<file path="config.mk">
export PLATFORM = sky130hd
export DESIGN_NAME = ahb_mux_slave_dp
export DESIGN_NICKNAME = d
export VERILOG_FILES = /design/src/rtl/ahb_mux_slave_dp_pkg.sv /design/src/rtl/ahb_mux_slave_dp_onehot_mux.sv /design/src/rtl/ahb_mux_slave_dp.sv
export SDC_FILE = /design/constraint.sdc
export NUM_CORES = 1
export LEC_CHECK = 0
export BUFFER_PORTS_ARGS = -buffer_cell sky130_fd_sc_hd__buf_2
export CELL_PAD_IN_SITES_DETAIL_PLACEMENT = 0
export CELL_PAD_IN_SITES_GLOBAL_PLACEMENT = 2
export CORE_MARGIN = 2
export CORE_UTILIZATION = 13
export DETAILED_ROUTE_END_ITERATION = 7
export PLACE_DENSITY_LB_ADDON = 0.1
export SLEW_MARGIN = 30
export SYNTH_ARGS = -nofsm -noshare
export SYNTH_HDL_FRONTEND = slang
export SYNTH_SLANG_ARGS = --single-unit
</file>
<file path="constraint.sdc">
create_clock -name hclk -period 2.86 [get_ports hclk]
set_clock_uncertainty 0.1 [all_clocks]
set_input_delay 0.143 -clock hclk [delete_from_list [all_inputs] [get_ports hclk]]
set_output_delay 0.143 -clock hclk [all_outputs]
set_load 0.01 [all_outputs]
</file>
<file path="src/rtl/ahb_mux_slave_dp_pkg.sv">
// Shared constants and helpers for the AHB slave-side multiplexer.
// Select vectors up to 64 channels are supported by is_onehot_or_zero.
package AHB_package;

    localparam int AHB_ADDR_PAYLOAD = 46;
    localparam int AHB_DATA_PAYLOAD = 32;

    function automatic logic is_onehot_or_zero(
        input logic [63:0] v,
        input int          n
    );
        logic [63:0] mask;
        logic [63:0] m;
        mask = (n >= 64) ? '1 : ((64'd1 << n) - 64'd1);
        m = v & mask;
        return (m & (m - 64'd1)) == 64'd0;
    endfunction

endpackage

</file>
<file path="src/rtl/ahb_mux_slave_dp_onehot_mux.sv">
// Combinational one-hot multiplexer; drives zero for an empty
// or multi-hot select so a bad grant never leaks a payload.
module ahb_onehot_mux
    import AHB_package::*;
#(
    parameter int CHANNEL_NUM = 3,
    parameter int WIDTH       = 32
) (
    input  logic [CHANNEL_NUM-1:0]            sel,
    input  logic [CHANNEL_NUM-1:0][WIDTH-1:0] din,
    output logic [WIDTH-1:0]                  dout
);

    always_comb begin
        dout = '0;
        if (is_onehot_or_zero(64'(sel), CHANNEL_NUM)) begin
            for (int i = 0; i < CHANNEL_NUM; i++) begin
                if (sel[i]) dout |= din[i];
            end
        end
    end

endmodule

</file>
<file path="src/rtl/ahb_mux_slave_dp.sv">
// AHB slave-side mux with stall-held address grant and registered data owner.
// Optional sticky select checker enabled by macro AHB_MUX_SEL_CHK_EN.
module ahb_mux_slave_dp
    import AHB_package::*;
#(
    parameter int CHANNEL_NUM  = 3,
    parameter int ADDR_PAYLOAD = AHB_ADDR_PAYLOAD,
    parameter int DATA_PAYLOAD = AHB_DATA_PAYLOAD
) (
    input  logic                                   hclk,
    input  logic                                   hresetn,
    input  logic [CHANNEL_NUM-1:0][ADDR_PAYLOAD-1:0] addr_in,
    input  logic [CHANNEL_NUM-1:0][DATA_PAYLOAD-1:0] data_in,
    input  logic [CHANNEL_NUM-1:0]                 sel,
    input  logic                                   hready,
    output logic [ADDR_PAYLOAD-1:0]                addr_out,
    output logic [DATA_PAYLOAD-1:0]                data_out,
    output logic [CHANNEL_NUM-1:0]                 dp_sel,
    output logic                                   dp_valid,
    output logic                                   sel_err
);

    logic                   stalled;
    logic [CHANNEL_NUM-1:0] ap_hold;
    logic [CHANNEL_NUM-1:0] ap_eff;
    logic                   ap_onehot;

    // Freeze the grant seen when the wait state began.
    assign ap_eff    = stalled ? ap_hold : sel;
    assign ap_onehot = (|ap_eff) &&
                       is_onehot_or_zero(64'(ap_eff), CHANNEL_NUM);
    assign dp_valid  = |dp_sel;

    always_ff @(posedge hclk or negedge hresetn) begin
        if (!hresetn) begin
            stalled <= 1'b0;
            ap_hold <= '0;
            dp_sel  <= '0;
        end else begin
            stalled <= ~hready;
            ap_hold <= ap_eff;
            if (hready) dp_sel <= ap_onehot ? ap_eff : '0;
        end
    end

    ahb_onehot_mux #(
        .CHANNEL_NUM (CHANNEL_NUM),
        .WIDTH       (ADDR_PAYLOAD)
    ) u_addr_mux (
        .sel  (ap_eff),
        .din  (addr_in),
        .dout (addr_out)
    );

    ahb_onehot_mux #(
        .CHANNEL_NUM (CHANNEL_NUM),
        .WIDTH       (DATA_PAYLOAD)
    ) u_data_mux (
        .sel  (dp_sel),
        .din  (data_in),
        .dout (data_out)
    );

`ifdef AHB_MUX_SEL_CHK_EN
    logic sel_bad;

    assign sel_bad = !is_onehot_or_zero(64'(sel), CHANNEL_NUM) ||
                     (stalled && (sel != ap_hold));

    always_ff @(posedge hclk or negedge hresetn) begin
        if (!hresetn) sel_err <= 1'b0;
        else if (sel_bad) sel_err <= 1'b1;
    end
`else
    assign sel_err = 1'b0;
`endif

endmodule

</file>
## Word level (Yosys, flattened, before mapping)

Index checks and enable logic that the tools add are counted.

- Register bits after elaboration: 7
- Output and inout port bits: 83
- Word-level logic and storage cells: 31

- Add/subtract/negate cells: 2
- Mux-type cells: 14
- Bitwise operators: 7
- Reductions and logical operators: 5

Operators with widths:

| cell | count |
|---|---|
| $mux W46 | 6 |
| $mux W32 | 6 |
| $and A3 B64 Y64 | 2 |
| $logic_not A64 Y1 | 2 |
| $or A46 B46 Y46 | 2 |
| $or A32 B32 Y32 | 2 |
| $sub A3 B1 Y4 const B | 2 |
| $mux W3 | 2 |
| $reduce_or A3 Y1 | 2 |
| $logic_and A1 B1 Y1 | 1 |
| $not A1 Y1 | 1 |

## Longest topological paths before layout

Gate-level depths: netlist of the first run.

- Depth in word-level cells: 11
- Mapped depth: 6
- Mapped depth without buffers: 4

## Modules after synthesis

From an unflattened synthesis of the first run, not the netlist that was laid out.

- Cells, all modules: 307
- Area, all modules: 2810.2 µm²

Modules (own cells, without submodules):

| module | times used | cells each | area an instance (µm²) | sequential area each (µm²) |
|---|---|---|---|---|
| ahb_onehot_mux (u_addr_mux) | 1 | 168 | 1460.2 | 0.0 |
| ahb_onehot_mux (u_data_mux) | 1 | 117 | 1044.8 | 0.0 |
| ahb_mux_slave_dp | 1 | 22 | 305.3 | 175.2 |

## Least setup slack after synthesis of the first run

Ideal clock, no wire load.

- Path kind: register to output
- Start: register stalled
- End: output port addr_out[22]
- Arrival: 1.332 ns
- Data required time: 2.617 ns
- Slack: 1.285 ns
- Cell stages (with the launch flop): 6
- Path buffers: 2
- Path through: dfrtp_1 mux2i_1 buf_4 buf_2 nand4_1 nand3_1

- Word-level cells in the longest chain between the ends: 9
- Elaborated cells between the ends (all ways): 12
- Classes of those cells: 1 x add/sub; 7 x mux; 3 x bitwise; 1 x reduce/logical

RTL lines:

| element | line | RTL |
|---|---|---|
| start, declared | ahb_mux_slave_dp.sv:23 | `logic stalled;` |
| start signal, assigned | ahb_mux_slave_dp.sv:40 | `stalled <= ~hready;` |
| $mux W3 * | ahb_mux_slave_dp.sv:29 | `assign ap_eff = stalled ? ap_hold : sel;` |
| branches (longest 7 deep; another with $sub A3 B1 Y4) | -- |  |
| $mux W46 * | ahb_mux_slave_dp_onehot_mux.sv:16 | `if (is_onehot_or_zero(64'(sel), CHANNEL_NUM)) begin` |
| end, declared | ahb_mux_slave_dp.sv:16 | `output logic [ADDR_PAYLOAD-1:0] addr_out,` |

Every way passes the cells marked *. The select of a mux whose other input is x is not followed.

## Final worst setup path of the first run

- Start: register stalled
- End: output port addr_out[11]

The elaborated chain is that of the path after synthesis.

==> impl_metrics.tcl, run 1 <==
set metrics [dict create \
    grt_max_degree 59 \
    async_reset_ff_share_pct 100 \
    fmaxAchievable_mhz 434 \
    grt_remaining_overflow 0 \
    ant_nets 0 \
    worstPathArrival_ns 2.06 \
    synth_edf_count 0 \
    wl_per_cell_um 17.1 \
    postSynthAreaPerCell_um2 6.04 \
    grt_pass1_vias 3926 \
    multi_input_area_um2 1770 \
    ios 323 \
    syn_inst 366 \
    synthTopCellsByCount "nand4_1, nand3_1, nand2_1" \
    grtUsageTotal_pct 14.8 \
    hold_violations 0 \
    period_minus_slack_ns 2.30 \
    max_stage_delay_ns 0.53 \
    ys_ff_latch 7 \
    gp_congestion 0.765 \
    leakagePower_nw 2.11 \
    crit_type "reg2out" \
    tightest_slew_ns 0.624 \
    route.detailed.drc 0 \
    initial_core_util_pct 13.3 \
    antenna_found_initial 1 \
    drv_slew 0 \
    io_buffer_count 321 \
    synth.distinct_cells 21 \
    cts_tree "built" \
    post-route-period-util_pct 80.6 \
    drt-total-wl_mm 14.8 \
    fin_nets 889 \
    ys.flop_type "dfrtp_1" \
    path_max_fanout 58 \
    cp_slowest_cell "dfrtp_1" \
    relSlewSlack_pct 58.4 \
    synthTopCellsByArea "nand4_1, a22oi_1, nand3_1, dfrtp_1, buf_2" \
    drtIter0Drc 235 \
    insertion_delay_ns 0.23 \
    syn_area_um2 2210 \
    cp_cell_sequence "mux2i_4, buf_4, nand4_1, nand3_1, buf_2" \
    fillers 1945 \
    ys_seq_area_share_pct 7.92 \
    cp-start-kind "flip-flop" \
    h-tree-depth 1 \
    synth_top_area_cell "nand4_1" \
    drtPass1Iterations 5 \
    yosysTopAreaCellShare_pct 39.0 \
    fin_cells 869 \
    dieHeight_um 134 \
    synth_nets 606 \
    cts_setup_buffers 0 \
    dpl.hpwl_mm 11.0 \
    root_buffer "clkbuf_16" \
    grt_first_pass_wirelength_mm 21.5 \
    core_area_um2 16600 \
    setup_violations 0 \
    utilization_pct 24.6 \
    cap_violations 0 \
    cts.reportedPaths.clkPinSlew_ns 0.03 \
    clock-sinks 7 \
    num_vias 4233 \
    vias_per_cell 4.87 \
    syn_to_final_growth_pct 84.4 \
    ir_worst_vdd_mv 0.141 \
    placedCellCount 863 \
    worstPathRequired_ns 2.62 \
    yosysMostFrequentCell "nand4_1" \
    drive_gt1_share_pct 53.9 \
    status "complete, no violations" \
    end_kind "output pin" \
    die_area_um2 18100 \
    setup-tns-final_ns 0 \
    clk_path_buf_depth 2 \
    fp.dieW_um 134 \
    seq_area_um2 175 \
    power.density_nw_per_um2 299 \
    rsz0062_at_grt "false" \
    cts_buffers 3 \
    hp-class "in2reg" \
    fp-row-count 47 \
    hold_slack_ns 0.0361 \
    synth_warnings 0 \
]
layout make-up:
class / count / share of cell area (%)
Antenna cell: 1 / 0.0613
Timing Repair Buffer: 338 / 43.2
Clock buffer: 4 / 1.93
Tap cell: 220 / 6.75
Inverter: 4 / 0.368
Multi-Input combinational cell: 295 / 43.4
Sequential cell: 7 / 4.29
what timing repair did:
action / in CTS / in global routing
endpoints found under the hold margin: 7 / 0
gates resized for setup: 0 / 0
setup endpoints to repair: 0 / 0
hold buffers: 1 / 0
final timing paths:
path	from	endpoint	slack (ns)	cells after the start
max in group asynchronous	hresetn	stalled	2.28	2
setup reg to reg	stalled	dp_sel[0]	1.06	5
setup / recovery	stalled	addr_out[11]	0.56	5
hold reg to reg	dp_sel[2]	dp_sel[2]	0.55	1
min in group asynchronous	hresetn	ap_hold[0]	0.22	2
hold / removal	hready	stalled	0.04	2
cell usage in the layout, fill, tap and decap left out, types with 2 or more instances in the layout:
cell type,Yosys,routed
inv_2,3,3
clkbuf_16,0,3
mux2i_4,0,3
dfrtp_1,7,7
buf_12,0,2
nand4_1,138,138
nor2b_2,0,2
buf_2,33,321
nand3_1,46,46
o21ai_1,27,27
buf_4,8,14
o21ai_0,5,5
nand2_1,35,35
o2bb2ai_1,2,2
a22oi_1,32,32
through the flow:
stage               setup slack (ns)  area (um2)  power, W
global placement               0.805        3990  0.000996
detailed placement             0.811        3990  0.000991
finish                         0.555        4080   0.00122
CTS                            0.562        4080   0.00123
global route                   0.410        4080   0.00132
floorplan                       1.29        2210  0.000576
power by group:
part           internal (W)  switching, W
logic              0.000352      0.000515
registers          0.000108     0.0000113
clock network      0.000185     0.0000471
metal layers:
metal | vias up | wire (um) | share of wire, % | global-route usage, %
met1 | 1962 | 5660 | 38 | 17.5
met3 | 10 | 1320 | 8.9 | 2.83
met4 | 0 | 169 | 1.1 | 2.92
met5 | - | 0 | 0 | 0
li1 | 2040 | - | - | -
met2 | 221 | 7670 | 52 | 27.5
flip-flops by register name, summed over array words and instances, names as in the netlist:
register,count
ap_hold,3
dp_sel,3
stalled,1
logic make-up after synthesis:
group                  share of synthesized area (%)
buffers and inverters                           14.1
flip-flops                                      7.92
multiplexers                                    1.53
other                                          0.170
AND/OR/NAND/NOR                                 57.1
AO/OA/AOI/OAI                                   19.2
worst max-delay path: cells and delay by family (launching register included):
kind / cells / cell delay [ns]
buf+inv: 2 / 0.66
flops: 1 / 0.53
simple gates: 2 / 0.29
mux: 1 / 0.31
(Power assumes the default switching activity.)
==> inputs of run 2 (changes only) <==
--- a/config.mk
+++ b/config.mk
@@ -9,7 +9,7 @@
 export CELL_PAD_IN_SITES_DETAIL_PLACEMENT = 0
 export CELL_PAD_IN_SITES_GLOBAL_PLACEMENT = 2
 export CORE_MARGIN = 2
-export CORE_UTILIZATION = 13
+export CORE_UTILIZATION = 11
 export DETAILED_ROUTE_END_ITERATION = 7
 export PLACE_DENSITY_LB_ADDON = 0.1
 export SLEW_MARGIN = 30
==> constraint.sdc (replaced) <==
create_clock -name hclk -period 1.98 [get_ports hclk]
set_clock_uncertainty 0.1 [all_clocks]
set_input_delay 0.099 -clock hclk [delete_from_list [all_inputs] [get_ports hclk]]
set_output_delay 0.099 -clock hclk [all_outputs]
set_load 0.01 [all_outputs]
==> run 2 against run 1 <==
Net effect: die area rose by 18%; register-to-register slack got worse by 0.68 ns; non-clock buffer count is 31 higher; global-route usage is 0.74 points lower; combinational power rose by 85%; core utilization about the same; critical path type unchanged.
==> impl_metrics.tcl, run 2 (same netlist as run 1, synthesis figures left out) <==
set metrics [dict create \
    status "complete, no violations" \
    worstPathRequired_ns 1.78 \
    antenna_found_initial 1 \
    dieHeight_um 146 \
    layout_commonest_cell "buf_2" \
    switching_share_pct 44.0 \
    drtPass1Iterations 4 \
    drt-total-wl_mm 17.1 \
    insertion_delay_ns 0.23 \
    post-route-period-util_pct 97.8 \
    switching_power_w 0.000929 \
    period_minus_slack_ns 1.94 \
    grt_pass1_vias 4330 \
    cp_slowest_cell "dfrtp_2" \
    cap_violations 0 \
    intPower_w 0.00118 \
    worstPathArrival_ns 1.74 \
    die_area_um2 21300 \
    dpl.hpwl_mm 12.1 \
    ir_worst_vdd_mv 0.220 \
    hold_violations 0 \
    ios 323 \
    initial_core_util_pct 11.3 \
    core_area_um2 19600 \
    route.detailed.drc 0 \
    reg_top3 "ap_hold x3, dp_sel x3, stalled x1" \
    ant_nets 0 \
    gp_congestion 0.863 \
    grtUsageTotal_pct 14.0 \
    grt_first_pass_wirelength_mm 24.2 \
    num_vias 4434 \
    power.density_nw_per_um2 439 \
    path_max_fanout 8 \
    wl_per_cell_um 18.1 \
    grt_remaining_overflow 0 \
    clk_path_buf_depth 2 \
    path_common_cell "clkbuf_16" \
    stdcell_area_um2 4810 \
    max_stage_delay_ns 0.45 \
    cp_cell_sequence "mux2i_4, buf_12, clkbuf_16, clkbuf_16, nand4_1, nand3_1, buf_2" \
    fp.dieW_um 146 \
    cp-start-kind "flip-flop" \
    hp-class "in2async" \
    p_comb_share_pct 75.7 \
    power_frac_clock_pct 16.1 \
    leakagePower_nw 2.42 \
    drtIter0Drc 214 \
    end_kind "output pin" \
    fin_nets 920 \
    rsz0062_at_grt "true" \
    drv_slew 0 \
    power_w 0.00211 \
    crit_type "reg2out" \
    pwr-share-seq_pct 8.2 \
    cts_tree "built" \
    setup-tns-final_ns 0 \
    setup_slack_ns 0.0439 \
    syn_to_final_growth_pct 117 \
    clock-sinks 7 \
    drive_gt1_share_pct 56.0 \
    vias_per_cell 4.69 \
    cts_buffers 3 \
    hold_slack_ns 0.191 \
    pre_cts_slack_ns 0.0423 \
    fp-row-count 51 \
    root_buffer "clkbuf_16" \
    cts.reportedPaths.clkPinSlew_ns 0.03 \
    placed_area_um2 4250 \
    setup_violations 0 \
    layout_common_cells "buf_2, nand4_1, nand3_1" \
    grt_max_degree 36 \
    io_buffer_count 321 \
    fmaxAchievable_mhz 516 \
    h-tree-depth 1 \
]
run 2: final timing paths:
path / slack (ns) / start / depth (start not counted) / to
worst max-delay path: 0.04 / stalled / 7 / addr_out[11]
worst min-delay path: 0.19 / hresetn / 2 / dp_sel[0]
worst max register to register: 0.38 / stalled / 6 / dp_sel[0]
worst min register to register: 0.56 / dp_sel[1] / 1 / dp_sel[1]
max in group asynchronous: 1.42 / hresetn / 2 / stalled
min in group hclk: 0.25 / sel[0] / 4 / ap_hold[0]
run 2: per-layer routing:
metal / part of all wire, % / up-vias / GRT usage (%)
met5: 0 / - / 0
met3: 7.5 / 19 / 3.10
met1: 39 / 2081 / 15.6
li1: - / 2108 / -
met4: 1.5 / 0 / 2.50
met2: 52 / 226 / 27.2
run 2: repair_timing:
action / 4_1_cts / 5_1_grt
pin swaps: 0 / 15
hold buffers: 2 / 0
setup buffers: 4 / 4
gates resized for setup: 2 / 24
cloned: 1 / 10
endpoints found under the hold margin: 8 / 0
setup endpoints to repair: 46 / 45
run 2: layout make-up:
class,count,area (um2)
fillers,2235,14800
repair buffers,369,2430
multi-input cells,295,1770
well taps,265,332
flip-flops and latches,7,176
clock buffers,4,78.8
inverters,4,22.5
diodes,1,2.50
run 2: critical path, delay by kind of cell (launching register included):
kind	cells	cell delay (ns)
buffers and inverters	4	0.59
muxes	1	0.28
DFF	1	0.45
and+or+nand+nor	2	0.18
run 2: metrics by stage:
| stage | utilization [%] | std cells |
|---|---|---|
| after floorplan | - | 366 |
| after global placement | 21.7 | 919 |
| after detailed placement | 21.7 | 919 |
| after CTS | 22.7 | 930 |
| after global routing | 24.6 | 945 |
| final | 24.6 | 945 |
run 2: power groups by stage:
stage	combinational [W]	clock (W)	sequential, W
global route	0.00174	0.000356	0.000177
finish	0.00160	0.000340	0.000174
detailed placement	0.00137	0	0.000177
global placement	0.00137	0	0.000177
floorplan	0.000661	0	0.000171
CTS	0.00143	0.000347	0.000175
